$ cat src/rtl/ram_port_arbiter_pkg.sv
// ram_port_arbiter_pkg: shared constants and types for the two-port RAM arbiter.
//   - Default RAM data/address widths.
//   - FSM state encoding (IDLE=0, ISSUE=1, RESP=2).
//   - pick_winner(): two-way tie-break helper used by arb_select2.
package ram_port_arbiter_pkg;

    localparam int unsigned DefaultDataW = 8;
    localparam int unsigned DefaultAddrW = 6;

    localparam logic [1:0] IdleEnc  = 2'd0;
    localparam logic [1:0] IssueEnc = 2'd1;
    localparam logic [1:0] RespEnc  = 2'd2;

    typedef enum logic [1:0] {
        StIdle  = IdleEnc,
        StIssue = IssueEnc,
        StResp  = RespEnc
    } state_e;

    // A lone requester always wins; on a tie the one not served last wins.
    function automatic logic pick_winner(input logic req0, input logic req1,
                                         input logic last);
        return (req0 && req1) ? ~last : req1;
    endfunction

endpackage

$ cat src/rtl/ram_port_arbiter_arb_select2.sv
// arb_select2: combinational two-requester winner selection.
// Ports:
//   req0, req1  in   request lines
//   last        in   id of the requester served last (tie goes to the other one)
//   winner      out  selected requester id (0 or 1); 0 when nobody requests
module arb_select2
    import ram_port_arbiter_pkg::*;
(
    input  logic req0,
    input  logic req1,
    input  logic last,
    output logic winner
);

    always_comb begin
        winner = pick_winner(req0, req1, last);
    end

endmodule

$ cat src/rtl/ram_port_arbiter.sv
// ram_port_arbiter: arbitrates two requesters onto one single-port synchronous RAM.
// Configuration macro: ARB_ROUND_ROBIN_EN (defined: round-robin ties; undefined:
// requester 0 always wins ties).
// Ports:
//   clk, rst                 clock, synchronous active-high reset
//   req*/we*/addr*/wdata*    requester 0/1 access request
//   gnt0, gnt1               one-cycle grant pulse (ISSUE state)
//   rvalid0, rvalid1, rdata  one-cycle read response (RESP state)
//   ram_en/ram_we/ram_addr/ram_wdata  RAM command; ram_q  RAM read data
module ram_port_arbiter
    import ram_port_arbiter_pkg::*;
#(
    parameter int unsigned DATA_W = DefaultDataW,
    parameter int unsigned ADDR_W = DefaultAddrW
) (
    input  logic              clk,
    input  logic              rst,
    input  logic              req0,
    input  logic              req1,
    input  logic              we0,
    input  logic              we1,
    input  logic [ADDR_W-1:0] addr0,
    input  logic [ADDR_W-1:0] addr1,
    input  logic [DATA_W-1:0] wdata0,
    input  logic [DATA_W-1:0] wdata1,
    output logic              gnt0,
    output logic              gnt1,
    output logic              rvalid0,
    output logic              rvalid1,
    output logic [DATA_W-1:0] rdata,
    output logic              ram_en,
    output logic              ram_we,
    output logic [ADDR_W-1:0] ram_addr,
    output logic [DATA_W-1:0] ram_wdata,
    input  logic [DATA_W-1:0] ram_q
);

    state_e            state_q, state_d;
    logic              we_q;
    logic [ADDR_W-1:0] addr_q;
    logic [DATA_W-1:0] wdata_q;
    logic              id_q;
    logic              last;
    logic              winner;
    logic              latch;
    logic              issue;
    logic              resp;

    arb_select2 u_arb_select2 (
        .req0   (req0),
        .req1   (req1),
        .last   (last),
        .winner (winner)
    );

`ifdef ARB_ROUND_ROBIN_EN
    logic ptr_q;

    always_ff @(posedge clk) begin
        if (rst) begin
            ptr_q <= 1'b1;
        end else if (state_q == StIssue) begin
            ptr_q <= id_q;
        end
    end

    assign last = ptr_q;
`else
    // Pretending requester 1 was always served last gives fixed priority to 0.
    assign last = 1'b1;
`endif

    assign latch = (state_q == StIdle) && (req0 || req1);

    always_comb begin
        state_d = state_q;
        unique case (state_q)
            StIdle:  if (req0 || req1) state_d = StIssue;
            StIssue: state_d = we_q ? StIdle : StResp;
            StResp:  state_d = StIdle;
            default: state_d = StIdle;
        endcase
    end

    always_ff @(posedge clk) begin
        if (rst) begin
            state_q <= StIdle;
            we_q    <= 1'b0;
            addr_q  <= '0;
            wdata_q <= '0;
            id_q    <= 1'b0;
        end else begin
            state_q <= state_d;
            if (latch) begin
                we_q    <= winner ? we1 : we0;
                addr_q  <= winner ? addr1 : addr0;
                wdata_q <= winner ? wdata1 : wdata0;
                id_q    <= winner;
            end
        end
    end

    // Outputs are gated by rst so a reset landing on ISSUE never commits a write.
    always_comb begin
        issue     = (state_q == StIssue) && !rst;
        resp      = (state_q == StResp) && !rst;
        ram_en    = issue || resp;
        ram_we    = issue && we_q;
        ram_addr  = addr_q;
        ram_wdata = wdata_q;
        gnt0      = issue && !id_q;
        gnt1      = issue && id_q;
        rvalid0   = resp && !id_q;
        rvalid1   = resp && id_q;
        rdata     = resp ? ram_q : '0;
    end

endmodule

$ cat config.mk
export PLATFORM = sky130hd
export DESIGN_NAME = ram_port_arbiter
export DESIGN_NICKNAME = d
export VERILOG_FILES = /design/src/rtl/ram_port_arbiter_pkg.sv /design/src/rtl/ram_port_arbiter_arb_select2.sv /design/src/rtl/ram_port_arbiter.sv
export SDC_FILE = /design/constraint.sdc
export NUM_CORES = 1
export LEC_CHECK = 0
export BUFFER_PORTS_ARGS = -buffer_cell sky130_fd_sc_hd__buf_2
export CORE_MARGIN = 8
export CORE_UTILIZATION = 36
export CTS_CLUSTER_DIAMETER = 150
export DETAILED_ROUTE_END_ITERATION = 10
export MAX_ROUTING_LAYER = met4
export PLACE_DENSITY = 0.79
export SLEW_MARGIN = 5
export SYNTH_ARGS = -nofsm -noshare
export SYNTH_HDL_FRONTEND = slang
export SYNTH_SLANG_ARGS = --single-unit
$ cat constraint.sdc
create_clock -name clk -period 0.9 [get_ports clk]
set_input_delay 0.18 -clock clk [delete_from_list [all_inputs] [get_ports clk]]
set_output_delay 0.18 -clock clk [all_outputs]
set_load 0.01 [all_outputs]
==> flow_summary_export.csv <==
group,metric,value,unit
worst_setup_path,slowest_stage,"dfxtp_4",
clock_tree,htree_levels,1,
floorplan,initial_core_util,37.1,%
synthesis,synth_most_common_cell,"dfxtp_1",
outcome,violations,"negative setup slack",
final_layout,finalInstanceArea,1830,um2
timing,fmax,684,MHz
synthesis,synth_top_cell_by_area,"dfxtp_1",
worst_setup_path,crit_type,"register to output port",
detailed_routing,ant_nets,0,
synthesis,netlist_instances,101,
worst_setup_path,startpoint_type,"register",
power_and_ir_drop,power.density,1360,nW/um2
global_route,grt_pass1_wl,5600,um
detailed_routing,num_vias,1173,
worst_setup_path,path_delay_family,"flip-flops",
clock_tree,postCtsHoldBufs,0,
timing,slew_headroom,84.3,%
clock_tree,clkTransAtPathRegs,120,ps
worst_setup_path,worstReg2RegEnd,"ram_wdata[4]",
final_layout,diodes,0,
final_layout,finalNetCount,235,
global_route,grt_max_degree,15,
worst_setup_path,crit_buf_inv,2,
synthesis,synthTopCellsByArea,"dfxtp_1 (36%), a211oi_2 (16%), a21oi_2 (8.8%)",
outcome,outcome,"finished, violations left",
placement,io_buffers,69,
timing,skew,4.14,ps
clock_tree,cts_tree,"yes",
worst_setup_path,arrival,1280,ps
power_and_ir_drop,ir_worst_vdd,0.00103,V
floorplan,die_h,68.6,um
timing,setup_viol_count_final,46,
placement,dp.cells,206,
synthesis,netlist.area_leader.share,36.2,%
floorplan,ioPinCount,70,
synthesis,synth-edff-count,0,
timing,setup_ws,-561,ps
synthesis,synth.ff_latch_count,18,
clock_tree,cts_sinks,18,
power_and_ir_drop,power,2.50,mW
global_route,grt_use_total,15.8,%
final_layout,area_growth_syn_to_layout,83.9,%
worst_setup_path,required,720,ps
worst_setup_path,path_cells,"nand2b_4 -> buf_4 -> nor3_2 -> buf_2",
floorplan,die_w,68.6,um
synthesis,synth_top_flop_cell,"dfxtp_1",
detailed_routing,route.detailed.drc,0,
placement,gp_congestion,0.773,
floorplan,row_count,19,
placement,dp_hpwl,2680,um
global_route,grt_pass1_vias,1198,
final_layout,fin_cells,223,
clock_tree,numCtsBuffers,3,
placement,dp_slack,-330,ps
final_layout,drive_above_1_share,80.7,%
worst_setup_path,worstRegToRegCells,5,
floorplan,die-area,4710,um2
timing,finalCritPeriodShare,162,%
worst_setup_path,worstReg2RegStart,"state_q[1]",
global_route,antenna_found_initial,0,
detailed_routing,initialDrtViolationCount,61,
synthesis,synth_common_cells,"dfxtp_1 (18), a211oi_2 (13), o22ai_1 (12)",
min_path,hold_class,"primary input to register",
clock_tree,cts_buffer_depth,2,
worst_setup_path,path_max_fanout,3,
min_path,min-delay-start,"req0",
min_path,min_to,"id_q",
timing,period_minus_slack,1460,ps
worst_setup_path,worst-path-stages,4,
power_and_ir_drop,leakage,0.855,nW
synthesis,yosysSeqAreaShare,36.2,%
clock_tree,clock-root-buffer,"clkbuf_4",
worst_setup_path,crit_start,"state_q[0]",
timing,slew_viol_final,0,
synthesis,syn-num-nets,143,
synthesis,ys_types,20,
synthesis,avgSynthCellArea,9.86,um2
worst_setup_path,max_stage_delay,380,ps
placement,place_area,1470,um2
detailed_routing,first_pass_iters,4,
global_route,overflow,0,
synthesis,synthArstFlopShare,0,%
job,drv_cap,0,
min_path,min_path_cells,3,
synthesis,synth_warnings,0,
timing,hold_violations,0,
timing,rsz0062_at_grt,"true",
worst_setup_path,r2r_slack,-410,ps
timing,worstMarginPinSlew,229,ps
worst_setup_path,worstSetupEndpointType,"output port",
detailed_routing,wl,3990,um
detailed_routing,wl_per_cell,17.9,um
synthesis,syn-cell-area,996,um2
detailed_routing,routed_via_density,5.26,
clock_tree,worstSkewPairLatency,300,ps
floorplan,core,2690,um2
timing,holdWs,171,ps
-- through the flow --
step / utilization (%) / TNS [ps]
global placement: 54.5 / -5230
detailed placement: 54.5 / -6610
floorplan: - / -2420
finish: 68.2 / -13960
global route: 68.2 / -15850
CTS: 66.0 / -13910
-- registers in the layout, indices dropped and copies added (netlist names) --
register and flops:
we_q 1, state_q 2, ram_wdata 8, id_q 1, ram_addr 6
-- power by group --
group          total, mW  switching (mW)  internal [mW]
logic              0.993           0.420          0.573
registers          0.982          0.0814          0.901
clock network      0.524           0.278          0.246
-- area by class of cell --
cell class | count | area (um2)
Timing Repair Buffer | 96 | 739
Tap cell | 31 | 38.8
Inverter | 1 | 3.75
Multi-Input combinational cell | 73 | 628
Clock buffer | 4 | 36.3
Fill cell | 203 | 855
Sequential cell | 18 | 385
-- layout by cell type, fill, tap and decap left out, drive strengths merged --
master	Yosys	final
buf	9	95
mux2i	3	3
bufbuf	0	1
clkbuf	1	4
or2	2	2
nor2b	1	1
a211oi	16	16
nor2	5	6
nand2b	3	3
and2	12	12
a21oi	17	17
inv	1	1
nor3	1	1
dfxtp	18	18
o22ai	12	12
-- worst reg2reg max path, cell delays in order (launching register included) --
cell and delay, ps:
dfxtp_4 380, buf_4 130, nor2_2 170, bufbuf_16 320, buf_4 140, a211oi_2 60
-- repair_timing --
item	CTS	global route
endpoints found under the setup margin	46	46
gates resized for setup	41	12
hold endpoints to repair	0	0
pin swaps	6	9
setup buffers	10	1
cloned	2	0
-- how the worst max path moves through the flow --
| stage | end | slack (ps) |
|---|---|---|
| final | rvalid0 | -560 |
| after global routing | rdata[6] | -590 |
| after CTS | rvalid0 | -550 |
| after detailed placement | rdata[6] | -330 |
| after global placement | ram_wdata[4] | -200 |
| after floorplan | ram_addr[5] | -100 |
-- logic make-up after synthesis --
family | Yosys count | synth area share, %
and+or+nand+nor | 24 | 13.9
DFF | 18 | 36.2
buffers and inverters | 11 | 8.42
AOI/OAI and AO/OA | 45 | 38.4
muxes | 3 | 3.02
-- routing by layer --
metal | GRT usage [%] | up-vias | part of all wire (%)
met5 | - | - | 0
met4 | 4.09 | 0 | 1.6
li1 | - | 556 | -
met2 | 30.9 | 43 | 57
met3 | 0.808 | 6 | 3.7
met1 | 16.5 | 568 | 38
(Power assumes the default switching activity.)
